--- src/rtl/tiny16_mem_pkg.sv ---
// Shared types and default widths for the tiny16 single-port memory and its initiator.
// Also reused by the memory block's own tests.
package tiny16_mem_pkg;

  localparam int MEM_ADDR_W = 16;
  localparam int MEM_DATA_W = 16;

  typedef enum logic [2:0] {
    ST_IDLE,
    ST_ADDR,
    ST_WR,
    ST_RD,
    ST_CAPT,
    ST_RESP
  } mem_master_state_t;

  typedef struct packed {
    logic                  write;
    logic [MEM_ADDR_W-1:0] addr;
    logic [MEM_DATA_W-1:0] wdata;
  } mem_req_t;

endpackage

--- src/rtl/mem_master_if.sv ---
// Request/response handshake between an initiator (CPU load/store path or fetch) and mem_master.
interface mem_master_if
  import tiny16_mem_pkg::*;
#(
  parameter int ADDR_W = MEM_ADDR_W,
  parameter int DATA_W = MEM_DATA_W
);
  logic              req_valid;
  logic              req_ready;
  logic              req_write;
  logic [ADDR_W-1:0] req_addr;
  logic [DATA_W-1:0] req_wdata;
  logic              rsp_valid;
  logic [DATA_W-1:0] rsp_rdata;

  modport master (
    output req_valid, req_write, req_addr, req_wdata,
    input  req_ready, rsp_valid, rsp_rdata
  );

  modport slave (
    input  req_valid, req_write, req_addr, req_wdata,
    output req_ready, rsp_valid, rsp_rdata
  );
endinterface

--- src/rtl/mem_master.sv ---
// Initiator-side sequencer driving the single-port memory's addr/in/out enable phases.
// Optional MEM_MASTER_ADDR_SKIP_EN: skip the ADDR phase when the address is already latched.
//
// state | meaning
// IDLE  | req_ready high, waiting for a request
// ADDR  | mem_addr_en pulse, memory latches address
// WR    | mem_in_en pulse, memory writes mem_in
// RD    | mem_out_en pulse, memory registers read data
// CAPT  | read data on mem_out, captured into rsp_rdata
// RESP  | rsp_valid pulse
module mem_master
  import tiny16_mem_pkg::*;
#(
  parameter int ADDR_W = MEM_ADDR_W,
  parameter int DATA_W = MEM_DATA_W
) (
  input  logic              clk,
  input  logic              rst,
  mem_master_if.slave       bus,
  output logic              mem_addr_en,
  output logic [ADDR_W-1:0] mem_addr,
  output logic              mem_in_en,
  output logic [DATA_W-1:0] mem_in,
  output logic              mem_out_en,
  input  logic [DATA_W-1:0] mem_out
);

  mem_master_state_t state;
  logic              wr_q;
`ifdef MEM_MASTER_ADDR_SKIP_EN
  logic [ADDR_W-1:0] last_addr;
  logic              last_valid;
`endif

  // All outputs are registered alongside the state so they are glitch-free Moore outputs.
  always_ff @(posedge clk) begin
    if (rst) begin
      state         <= ST_IDLE;
      wr_q          <= 1'b0;
      bus.req_ready <= 1'b1;
      bus.rsp_valid <= 1'b0;
      bus.rsp_rdata <= '0;
      mem_addr_en   <= 1'b0;
      mem_in_en     <= 1'b0;
      mem_out_en    <= 1'b0;
      mem_addr      <= '0;
      mem_in        <= '0;
`ifdef MEM_MASTER_ADDR_SKIP_EN
      last_addr     <= '0;
      last_valid    <= 1'b0;
`endif
    end else begin
      bus.req_ready <= 1'b0;
      bus.rsp_valid <= 1'b0;
      mem_addr_en   <= 1'b0;
      mem_in_en     <= 1'b0;
      mem_out_en    <= 1'b0;
      unique case (state)
        ST_IDLE: begin
          if (bus.req_valid) begin
            mem_addr <= bus.req_addr;
            wr_q     <= bus.req_write;
            if (bus.req_write) mem_in <= bus.req_wdata;
`ifdef MEM_MASTER_ADDR_SKIP_EN
            // Memory still holds this address from the last ADDR phase.
            if (last_valid && (bus.req_addr == last_addr)) begin
              state      <= bus.req_write ? ST_WR : ST_RD;
              mem_in_en  <= bus.req_write;
              mem_out_en <= !bus.req_write;
            end else begin
              state       <= ST_ADDR;
              mem_addr_en <= 1'b1;
            end
`else
            state       <= ST_ADDR;
            mem_addr_en <= 1'b1;
`endif
          end else begin
            bus.req_ready <= 1'b1;
          end
        end
        ST_ADDR: begin
          state      <= wr_q ? ST_WR : ST_RD;
          mem_in_en  <= wr_q;
          mem_out_en <= !wr_q;
`ifdef MEM_MASTER_ADDR_SKIP_EN
          last_addr  <= mem_addr;
          last_valid <= 1'b1;
`endif
        end
        ST_WR: begin
          state         <= ST_RESP;
          bus.rsp_valid <= 1'b1;
        end
        ST_RD: begin
          state <= ST_CAPT;
        end
        ST_CAPT: begin
          state         <= ST_RESP;
          bus.rsp_rdata <= mem_out;
          bus.rsp_valid <= 1'b1;
        end
        ST_RESP: begin
          state         <= ST_IDLE;
          bus.req_ready <= 1'b1;
        end
        default: begin
          state         <= ST_IDLE;
          bus.req_ready <= 1'b1;
        end
      endcase
    end
  end

endmodule

--- src/flat_wrapper.sv ---
// flat-port wrapper written by rule: the top's interface ports become plain ports
module mem_master_flat import tiny16_mem_pkg::*;
#(
  parameter int ADDR_W = MEM_ADDR_W,
  parameter int DATA_W = MEM_DATA_W
)
  (clk, rst, mem_addr_en, mem_addr, mem_in_en, mem_in, mem_out_en, mem_out, bus_req_valid, bus_req_write, bus_req_addr, bus_req_wdata, bus_req_ready, bus_rsp_valid, bus_rsp_rdata);
  mem_master_if #(.ADDR_W(ADDR_W), .DATA_W(DATA_W)) bus_i ();
  input  logic clk;
  input  logic rst;
  output logic mem_addr_en;
  output logic [ADDR_W-1:0] mem_addr;
  output logic mem_in_en;
  output logic [DATA_W-1:0] mem_in;
  output logic mem_out_en;
  input  logic [DATA_W-1:0] mem_out;
  input wire logic [$bits(bus_i.req_valid)-1:0] bus_req_valid;
  input wire logic [$bits(bus_i.req_write)-1:0] bus_req_write;
  input wire logic [$bits(bus_i.req_addr)-1:0] bus_req_addr;
  input wire logic [$bits(bus_i.req_wdata)-1:0] bus_req_wdata;
  output wire logic [$bits(bus_i.req_ready)-1:0] bus_req_ready;
  output wire logic [$bits(bus_i.rsp_valid)-1:0] bus_rsp_valid;
  output wire logic [$bits(bus_i.rsp_rdata)-1:0] bus_rsp_rdata;
  assign bus_i.req_valid = bus_req_valid;
  assign bus_i.req_write = bus_req_write;
  assign bus_i.req_addr = bus_req_addr;
  assign bus_i.req_wdata = bus_req_wdata;
  assign bus_req_ready = bus_i.req_ready;
  assign bus_rsp_valid = bus_i.rsp_valid;
  assign bus_rsp_rdata = bus_i.rsp_rdata;
  mem_master #(.ADDR_W(ADDR_W), .DATA_W(DATA_W)) u_core (.clk(clk), .rst(rst), .bus(bus_i), .mem_addr_en(mem_addr_en), .mem_addr(mem_addr), .mem_in_en(mem_in_en), .mem_in(mem_in), .mem_out_en(mem_out_en), .mem_out(mem_out));
endmodule
--- config.mk ---
export PLATFORM = sky130hd
export DESIGN_NAME = mem_master_flat
export DESIGN_NICKNAME = d
export VERILOG_FILES = /design/src/rtl/tiny16_mem_pkg.sv /design/src/rtl/mem_master_if.sv /design/src/rtl/mem_master.sv /design/src/flat_wrapper.sv
export SDC_FILE = /design/constraint.sdc
export NUM_CORES = 1
export LEC_CHECK = 0
export ABC_AREA = 1
export ABC_CLOCK_PERIOD_IN_PS = 3100
export BUFFER_PORTS_ARGS = -buffer_cell sky130_fd_sc_hd__buf_2
export CORE_AREA = 2 2 72 74
export CTS_CLUSTER_SIZE = 16
export DETAILED_ROUTE_END_ITERATION = 12
export DIE_AREA = 0 0 74 76
export PLACE_DENSITY = 0.82
export SYNTH_ARGS = -nofsm -noshare
export SYNTH_HDL_FRONTEND = slang
export SYNTH_SLANG_ARGS = --single-unit
--- constraint.sdc ---
create_clock -name clk -period 3.1 [get_ports clk]
set_input_delay 0.155 -clock clk [delete_from_list [all_inputs] [get_ports clk]]
set_output_delay 0.155 -clock clk [all_outputs]
set_load 0.1 [all_outputs]
==> results of run 1 <==
==> power by group <==
group	leakage [uW]	switching (uW)	internal, uW
Sequential	0.000466	35.9	798
Clock	0.0000875	250	343
Combinational	0.00102	599	129
==> worst min path at each step <==
stage / slack [ps] / startpoint / end / cells past startpoint
after floorplan: 320 / mem_out[0] / u_core.bus.rsp_rdata[0] / 2
after global placement: 400 / mem_out[12] / u_core.bus.rsp_rdata[12] / 3
after detailed placement: 410 / mem_out[12] / u_core.bus.rsp_rdata[12] / 3
after CTS: 80 / mem_out[6] / u_core.bus.rsp_rdata[6] / 3
after global routing: 100 / mem_out[11] / u_core.bus.rsp_rdata[11] / 3
final: 90 / mem_out[8] / u_core.bus.rsp_rdata[8] / 3
==> flip-flops by register name (all words and copies together) (netlist names) <==
signal,cells
u_core.mem_in,16
u_core.mem_in_en,1
u_core.mem_addr_en,1
u_core.wr_q,1
u_core.state,3
u_core.mem_out_en,1
u_core.bus.req_ready,1
u_core.mem_addr,16
u_core.bus.rsp_valid,1
u_core.bus.rsp_rdata,16
==> cell usage in the layout, fill, tap and decap left out, types with 2 or more instances in the layout <==
cell and n:
clkbuf_8 12, dfxtp_1 57, a21oi_1 18, nand3_4 2
inv_2 2, inv_1 52, nand4_1 33, nor2_1 53
buf_2 104, nand2_1 52, o21ai_0 18
==> cell type report <==
class | count | area [um^2]
fillers | 461 | 1910
flip-flops and latches | 57 | 1140
multi-input cells | 181 | 867
repair buffers | 105 | 528
inverters | 55 | 206
clock buffers | 13 | 169
well taps | 70 | 87.6
==> logic make-up after synthesis <==
group,count (synthesis)
DFF,57
buffers and inverters,74
and+or+nand+nor,144
AOI/OAI and AO/OA,37
==> stage by stage <==
step                setup WS, ps  total power (uW)  area, um^2  util (%)
finish                      1370              2150        3000      61.1
detailed placement          1190              1580        2830      57.6
floorplan                   1830              1470        2330         -
global placement            1220              1570        2830      57.6
global route                1260              2260        3000      61.1
CTS                         1370              2180        3000      61.1
==> cells in the mapped netlist, drive strengths merged <==
master	n
nand2	53
clkinv	1
nand4	33
inv	54
dfxtp	57
nand3b	1
clkbuf	7
o21ai	18
o21a	1
nor2	54
a21oi	18
nand3	3
buf	12
==> critical path: stages (launching register included) <==
cell,delay (ps)
dfxtp_1,340
inv_1,670
buf_4,320
nand3b_1,90
nand3_1,120
nor2_1,60
==> per-layer routing <==
metal	GRT usage (%)	share of wire (%)	up-vias
met1	23.4	44	996
met3	3.84	4.6	8
met4	11.6	2.0	0
li1	-	-	1167
met5	0	0	-
met2	31.1	49	57
==> qor.csv, run 1 <==
metric,value,unit
status,completed,
hp-class,in2reg,
arrival,1930,ps
endpoint,u_core.state[0],
drt_iter0_drc,94,
r2r-start,u_core.state[2],
cts_root_buf,clkbuf_8,
drc,0,
synth_cell_types,20,
yosysTopAreaCell,dfxtp_1,
layoutNonFillerInstCount,481,
clk_path_buf_depth,2,
hold_ws,91.2,ps
cp.required,3300,ps
clk-insertion-delay-late,310,ps
synthAdderAreaFrac,0,%
wl_per_cell,10.9,um
htreeDepth,3,
firstDrtPassIters,4,
reg2reg_depth,5,
worst-setup-path-type,reg2reg,
initial_core_util,47.4,%
r2r_end,u_core.state[0],
postRouteAntennaNets,0,
area_growth,28.7,%
synth_top_area_share,49.0,%
synth_top_family_by_area,simple AND/OR/NAND/NOR gates,
worst_pin_slew,907,ps
crit_path_end_kind,flop,
netlist_area,2330,um^2
cp_max_fo,26,
cap_viol_max_count,0,
finalWeightedCongestion,0.786,
clk_pin_slew,60,ps
rows,26,
nets,461,
synthCells,312,
grt_pass1_wl,8.63,mm
cellLeakagePower,0.00158,uW
start_kind,flop,
setup_violations,0,
synth_mux_area_share,0,%
final_layout_size_suffix_gt1_share,29.9,%
antenna_found_initial,0,
final_max_slew_viol_count,0,
syn_area_per_cell,7.47,um^2
power_density,718,nW/um^2
r2r_setup_slack,1370,ps
numPlacedInstances,468,
grt_usage,19.4,%
cts_sinks,57,
core_region_area,4910,um^2
die_y,76,um
finalWirelength,5.23,mm
rsz0062_at_grt,no,
vias_per_cell,4.63,
cts_hold_buf,0,
ir_drop,0.356,mV
layout_min_cycle_time,1730,ps
ctsResizeCount,0,
yosys-top-cells-area,"dfxtp_1, nand4_1, nor2_1",
dp_hpwl,3.60,mm
diodes,0,
cts_tree,built,
ys_seq_elements,57,
globalRouteOverflowTotal,0,
dieArea,5620,um^2
synth_compound_area_share,8.06,%
vias,2228,
grt_max_degree,37,
io_buffers,104,
max_freq,0.578,GHz
synthXorXnorAreaFrac,0,%
cts_buffers,9,
cts_setup_buffers,0,
slew_headroom,39.5,%
grt_pass1_vias,2001,
die_w,74,um
min_period_over_period,55.8,%
yosysSeqAreaShare,49.0,%
ys_warn_count,0,
finalHoldViolations,0,
tns,0,ps
synth_nets,364,
io_pins,105,
fin_skew,4.24,ps
crit_start,u_core.state[2],
yosys.area_share.simple,29.2,%
Note: power is estimated with default switching activity, not from simulation.
==> run 2, diff against run 1 <==
--- a/config.mk
+++ b/config.mk
@@ -6,13 +6,13 @@
 export NUM_CORES = 1
 export LEC_CHECK = 0
 export ABC_AREA = 1
-export ABC_CLOCK_PERIOD_IN_PS = 3100
+export ABC_CLOCK_PERIOD_IN_PS = 1800
 export BUFFER_PORTS_ARGS = -buffer_cell sky130_fd_sc_hd__buf_2
-export CORE_AREA = 2 2 72 74
+export CORE_AREA = 2 2 75 77
 export CTS_CLUSTER_SIZE = 16
 export DETAILED_ROUTE_END_ITERATION = 12
-export DIE_AREA = 0 0 74 76
-export PLACE_DENSITY = 0.82
+export DIE_AREA = 0 0 77 79
+export PLACE_DENSITY = 0.76
 export SYNTH_ARGS = -nofsm -noshare
 export SYNTH_HDL_FRONTEND = slang
 export SYNTH_SLANG_ARGS = --single-unit
==> constraint.sdc (replaced) <==
create_clock -name clk -period 1.8 [get_ports clk]
set_input_delay 0.09 -clock clk [delete_from_list [all_inputs] [get_ports clk]]
set_output_delay 0.09 -clock clk [all_outputs]
set_load 0.1 [all_outputs]
==> qor.csv, run 2 (same netlist as run 1, synthesis figures left out) <==
metric,value,unit,change
rsz0062_at_grt,no,,unchanged
layout_min_cycle_time,1390,ps,was 1730 ps
layoutNonFillerInstCount,489,,was 481
postRouteAntennaNets,0,,unchanged
cp.required,2060,ps,was 3300 ps
final_layout_size_suffix_gt1_share,30.9,%,was 29.9%
cts_buffers,9,,unchanged
core_region_area,5340,um^2,was 4910 um^2
wl_per_cell,11.2,um,was 10.9 um
globalRouteOverflowTotal,0,,unchanged
htreeDepth,3,,unchanged
fillerInstances,533,,was 461
nets,465,,was 461
finalWirelength,5.47,mm,was 5.23 mm
hp-class,in2reg,,unchanged
final_cell_mix,"buf_2, dfxtp_1, nor2_1",,unchanged
numPlacedInstances,474,,was 468
rows,27,,was 26
antenna_found_initial,0,,unchanged
grt_pass1_wl,9.27,mm,was 8.63 mm
vias,2244,,was 2228
io_pins,105,,unchanged
cp_num_buf_inv,1,,was 2
finalHoldViolations,0,,unchanged
max_stage_delay,380,ps,was 670 ps
min_period_over_period,77.3,%,was 55.8%
cts_hold_buf,0,,unchanged
power_density,1220,nW/um^2,was 718 nW/um^2
reg2reg_depth,5,,unchanged
tns,0,ps,unchanged
cts_setup_buffers,0,,unchanged
io_buffers,104,,unchanged
dieArea,6080,um^2,was 5620 um^2
finalWeightedCongestion,0.777,,was 0.786
cts_sinks,57,,unchanged
grt_usage,18.9,%,was 19.4%
worst_pin_slew,500,ps,was 907 ps
fin_skew,5.31,ps,was 4.24 ps
path_cells,"nor2_8, nand2_4, inv_2, nor2_1, nor2_1",,"was inv_1, buf_4, nand3b_1, nand3_1, nor2_1"
reg_top3,"u_core.bus.rsp_rdata: 16 flops, u_core.mem_addr: 16 flops, u_core.mem_in: 16 flops",,unchanged
worst-setup-path-type,reg2reg,,unchanged
arrival,1650,ps,was 1930 ps
grt_pass1_vias,2069,,was 2001
ir_drop,0.542,mV,was 0.356 mV
drt_iter0_drc,86,,was 94
pre_cts_ws,406,ps,was 1190 ps
ctsResizeCount,0,,unchanged
slew_headroom,66.9,%,was 39.5%
max_freq,0.719,GHz,was 0.578 GHz
initial_core_util,43.6,%,was 47.4%
area_growth,29.8,%,was 28.7%
clk_pin_slew,60,ps,about the same
cellLeakagePower,0.00160,uW,was 0.00158 uW
final_max_slew_viol_count,0,,unchanged
status,completed,,unchanged
final_common_cell,buf_2,,unchanged
die_y,79,um,was 76 um
cts_tree,built,,unchanged
firstDrtPassIters,4,,unchanged
worst_slack,409,ps,was 1370 ps
critPathTopFamily,simple AND/OR/NAND/NOR gates,,was buffers and inverters
crit_path_end_kind,flop,,unchanged
cap_viol_max_count,0,,unchanged
die_w,77,um,was 74 um
clk_path_buf_depth,2,,unchanged
diodes,0,,unchanged
start_kind,flop,,unchanged
crit_cells,5,,unchanged
grt_max_degree,36,,was 37
setup_violations,0,,unchanged
vias_per_cell,4.59,,was 4.63
whs_path_depth,3,,unchanged
cts_root_buf,clkbuf_8,,unchanged
critPathSlowestCell,dfxtp_1,,was inv_1
dp_hpwl,3.78,mm,was 3.60 mm
drc,0,,unchanged
crit_top_cell,nor2_1,,
clk-insertion-delay-late,320,ps,was 310 ps
cp_max_fo,18,,was 26
## run 2: final cells by class
| cell class | instances | area, um^2 | share of cell area [%] |
|---|---|---|---|
| timing repair buffer | 109 | 558 | 18.5 |
| inverter | 55 | 206 | 6.83 |
| sequential | 57 | 1140 | 37.7 |
| clock buffer | 11 | 141 | 4.68 |
| tap | 72 | 90.1 | 2.98 |
| multi-input combinational | 181 | 867 | 28.7 |
| clock inverter | 4 | 20.0 | 0.662 |
## run 2: per-layer routing
layer	global-route usage [%]	routed length (um)	part of all wire, %	up-vias
li1	-	-	-	1182
met5	0	0	0	-
met1	23.6	2530	46	981
met3	5.11	306	5.6	11
met4	9.11	99	1.8	0
met2	30.5	2530	46	70
## run 2: power by group
group | internal [uW] | leakage [uW] | switching, uW
registers | 1370 | 0.000466 | 62.8
logic | 233 | 0.00104 | 1030
clock network | 519 | 0.0000887 | 468
total | 2120 | 0.00160 | 1570
## run 2: worst paths after layout
path / from / to / slack [ps]
min: mem_out[10] / u_core.bus.rsp_rdata[10] / 20
min reg2reg: u_core.mem_addr[0] / u_core.mem_addr[0] / 460
max: u_core.state[0] / u_core.bus.rsp_rdata[13] / 410
max reg2reg: u_core.state[0] / u_core.bus.rsp_rdata[13] / 410
## run 2: worst min-delay path: stages
cell,delay (ps)
buf_2,70
o21ai_0,70
nor2_1,70
## run 2: through the flow
step	power, uW	instance area, um^2	hold slack (ps)	util (%)
CTS	3730	3020	8.22	56.7
detailed placement	2730	2860	355	53.6
global placement	2720	2860	343	53.6
finish	3690	3020	16.3	56.7
global route	3870	3020	26.0	56.7
floorplan	2530	2330	253	-
==> run 3, diff against run 2 <==
--- a/config.mk
+++ b/config.mk
@@ -6,7 +6,7 @@
 export NUM_CORES = 1
 export LEC_CHECK = 0
 export ABC_AREA = 1
-export ABC_CLOCK_PERIOD_IN_PS = 1800
+export ABC_CLOCK_PERIOD_IN_PS = 1400
 export BUFFER_PORTS_ARGS = -buffer_cell sky130_fd_sc_hd__buf_2
 export CORE_AREA = 2 2 75 77
 export CTS_CLUSTER_SIZE = 16
==> constraint.sdc (replaced) <==
create_clock -name clk -period 1.4 [get_ports clk]
set_input_delay 0.07 -clock clk [delete_from_list [all_inputs] [get_ports clk]]
set_output_delay 0.07 -clock clk [all_outputs]
set_load 0.1 [all_outputs]
==> qor.csv, run 3 (same netlist as run 1, synthesis figures left out) <==
metric,value,unit,change
finalWirelength,5.44,mm,was 5.47 mm
arrival,1510,ps,was 1650 ps
clk_path_buf_depth,2,,unchanged
rsz0062_at_grt,no,,unchanged
layout_min_cycle_time,1260,ps,was 1390 ps
grt_pass1_vias,1991,,was 2069
cts_sinks,57,,unchanged
crit_path_end_kind,flop,,unchanged
grt_pass1_wl,8.90,mm,was 9.27 mm
pre_cts_ws,133,ps,was 406 ps
clk_pin_slew,60,ps,about the same
htreeDepth,3,,unchanged
area_growth,31.5,%,was 29.8%
worst-setup-path-type,reg2reg,,unchanged
globalRouteOverflowTotal,0,,unchanged
vias,2239,,was 2244
cp.required,1650,ps,was 2060 ps
die_y,79,um,unchanged
cts_buffers,9,,unchanged
dieArea,6080,um^2,unchanged
postRouteAntennaNets,0,,unchanged
fillerInstances,547,,was 533
io_buffers,104,,unchanged
ctsResizeCount,0,,unchanged
final_cell_mix,"buf_2, dfxtp_1, nor2_1",,unchanged
wl_per_cell,11.0,um,was 11.2 um
die_w,77,um,unchanged
dp_hpwl,3.83,mm,was 3.78 mm
drc,0,,unchanged
start_kind,flop,,unchanged
initial_core_util,43.6,%,unchanged
hp-class,in2reg,,unchanged
rows,27,,unchanged
diodes,0,,unchanged
cts_tree,built,,unchanged
clk-insertion-delay-late,310,ps,was 320 ps
reg_top3,"u_core.bus.rsp_rdata: 16 flops, u_core.mem_addr: 16 flops, u_core.mem_in: 16 flops",,unchanged
io_pins,105,,unchanged
slew_headroom,66.8,%,was 66.9%
cellLeakagePower,0.00162,uW,was 0.00160 uW
setup_violations,0,,unchanged
nets,470,,was 465
antenna_found_initial,0,,unchanged
firstDrtPassIters,4,,unchanged
cap_viol_max_count,0,,unchanged
cts_root_buf,clkbuf_8,,unchanged
final_common_cell,buf_2,,unchanged
min_period_over_period,89.9,%,was 77.3%
ir_drop,0.823,mV,was 0.542 mV
grt_usage,18.2,%,was 18.9%
vias_per_cell,4.53,,was 4.59
finalHoldViolations,0,,unchanged
power_density,1550,nW/um^2,was 1220 nW/um^2
max_freq,0.794,GHz,was 0.719 GHz
worst_pin_slew,501,ps,was 500 ps
status,completed,,unchanged
fin_skew,5.71,ps,was 5.31 ps
finalWeightedCongestion,0.779,,was 0.777
drt_iter0_drc,83,,was 86
core_region_area,5340,um^2,unchanged
cp_max_fo,17,,was 18
worst_slack,141,ps,was 409 ps
tns,0,ps,unchanged
final_max_slew_viol_count,0,,unchanged
grt_max_degree,36,,unchanged
final_layout_size_suffix_gt1_share,31.5,%,was 30.9%
==> run 3: repair_timing <==
| action | 4_1_cts | 5_1_grt |
|---|---|---|
| endpoints found under the hold margin | 1 | 0 |
| hold buffers | 1 | 0 |
| buffers inserted | 0 | 0 |
==> run 3: cell type report <==
cell class                 instances  area (um^2)  share of cell area (%)
clock buffer                      11          141                    4.61
clock inverter                     4         20.0                   0.653
timing repair buffer             114          598                    19.5
multi-input combinational        181          867                    28.3
tap                               72         90.1                    2.94
sequential                        57         1140                    37.2
inverter                          55          206                    6.74
==> run 3: per-stage QoR <==
stage / area [um^2] / total power (uW) / hold WS (ps) / cells / util [%]
finish: 3060 / 4750 / 15.5 / 494 / 57.4
global route: 3060 / 5000 / 14.4 / 494 / 57.4
CTS: 3060 / 4810 / 1.60 / 494 / 57.4
detailed placement: 2890 / 3540 / 330 / 478 / 54.2
global placement: 2890 / 3530 / 320 / 478 / 54.2
floorplan: 2330 / 3250 / 233 / 312 / -
==> run 3: power breakdown <==
group	total [uW]	leakage, uW	switching [uW]	internal, uW
sequential	1850	0.000466	80.0	1770
combinational	1650	0.00106	1330	320
clock	1250	0.0000887	585	668
==> run 3: path summary, 6_finish.rpt <==
path         cells after the start  slack [ps]                from                        to
max                              5         140     u_core.state[0]   u_core.bus.rsp_rdata[6]
min                              3          20         mem_out[15]  u_core.bus.rsp_rdata[15]
max reg2reg                      5         140     u_core.state[0]   u_core.bus.rsp_rdata[6]
min reg2reg                      2         460  u_core.mem_addr[1]        u_core.mem_addr[1]
==> run 3: layer usage <==
metal,wire [um],GRT usage [%],up-vias
li1,-,-,1192
met1,2490,22.9,985
met2,2560,29.6,55
met3,334,5.80,7
met4,58,6.43,0
met5,0,0,-
==> run 3: worst max-delay path, cell delays in order (launching register included) <==
cell     delay, ps
dfxtp_1        380
nor2_8         220
nand2_4        150
inv_2          250
nor2_1          70
nor2_1         110
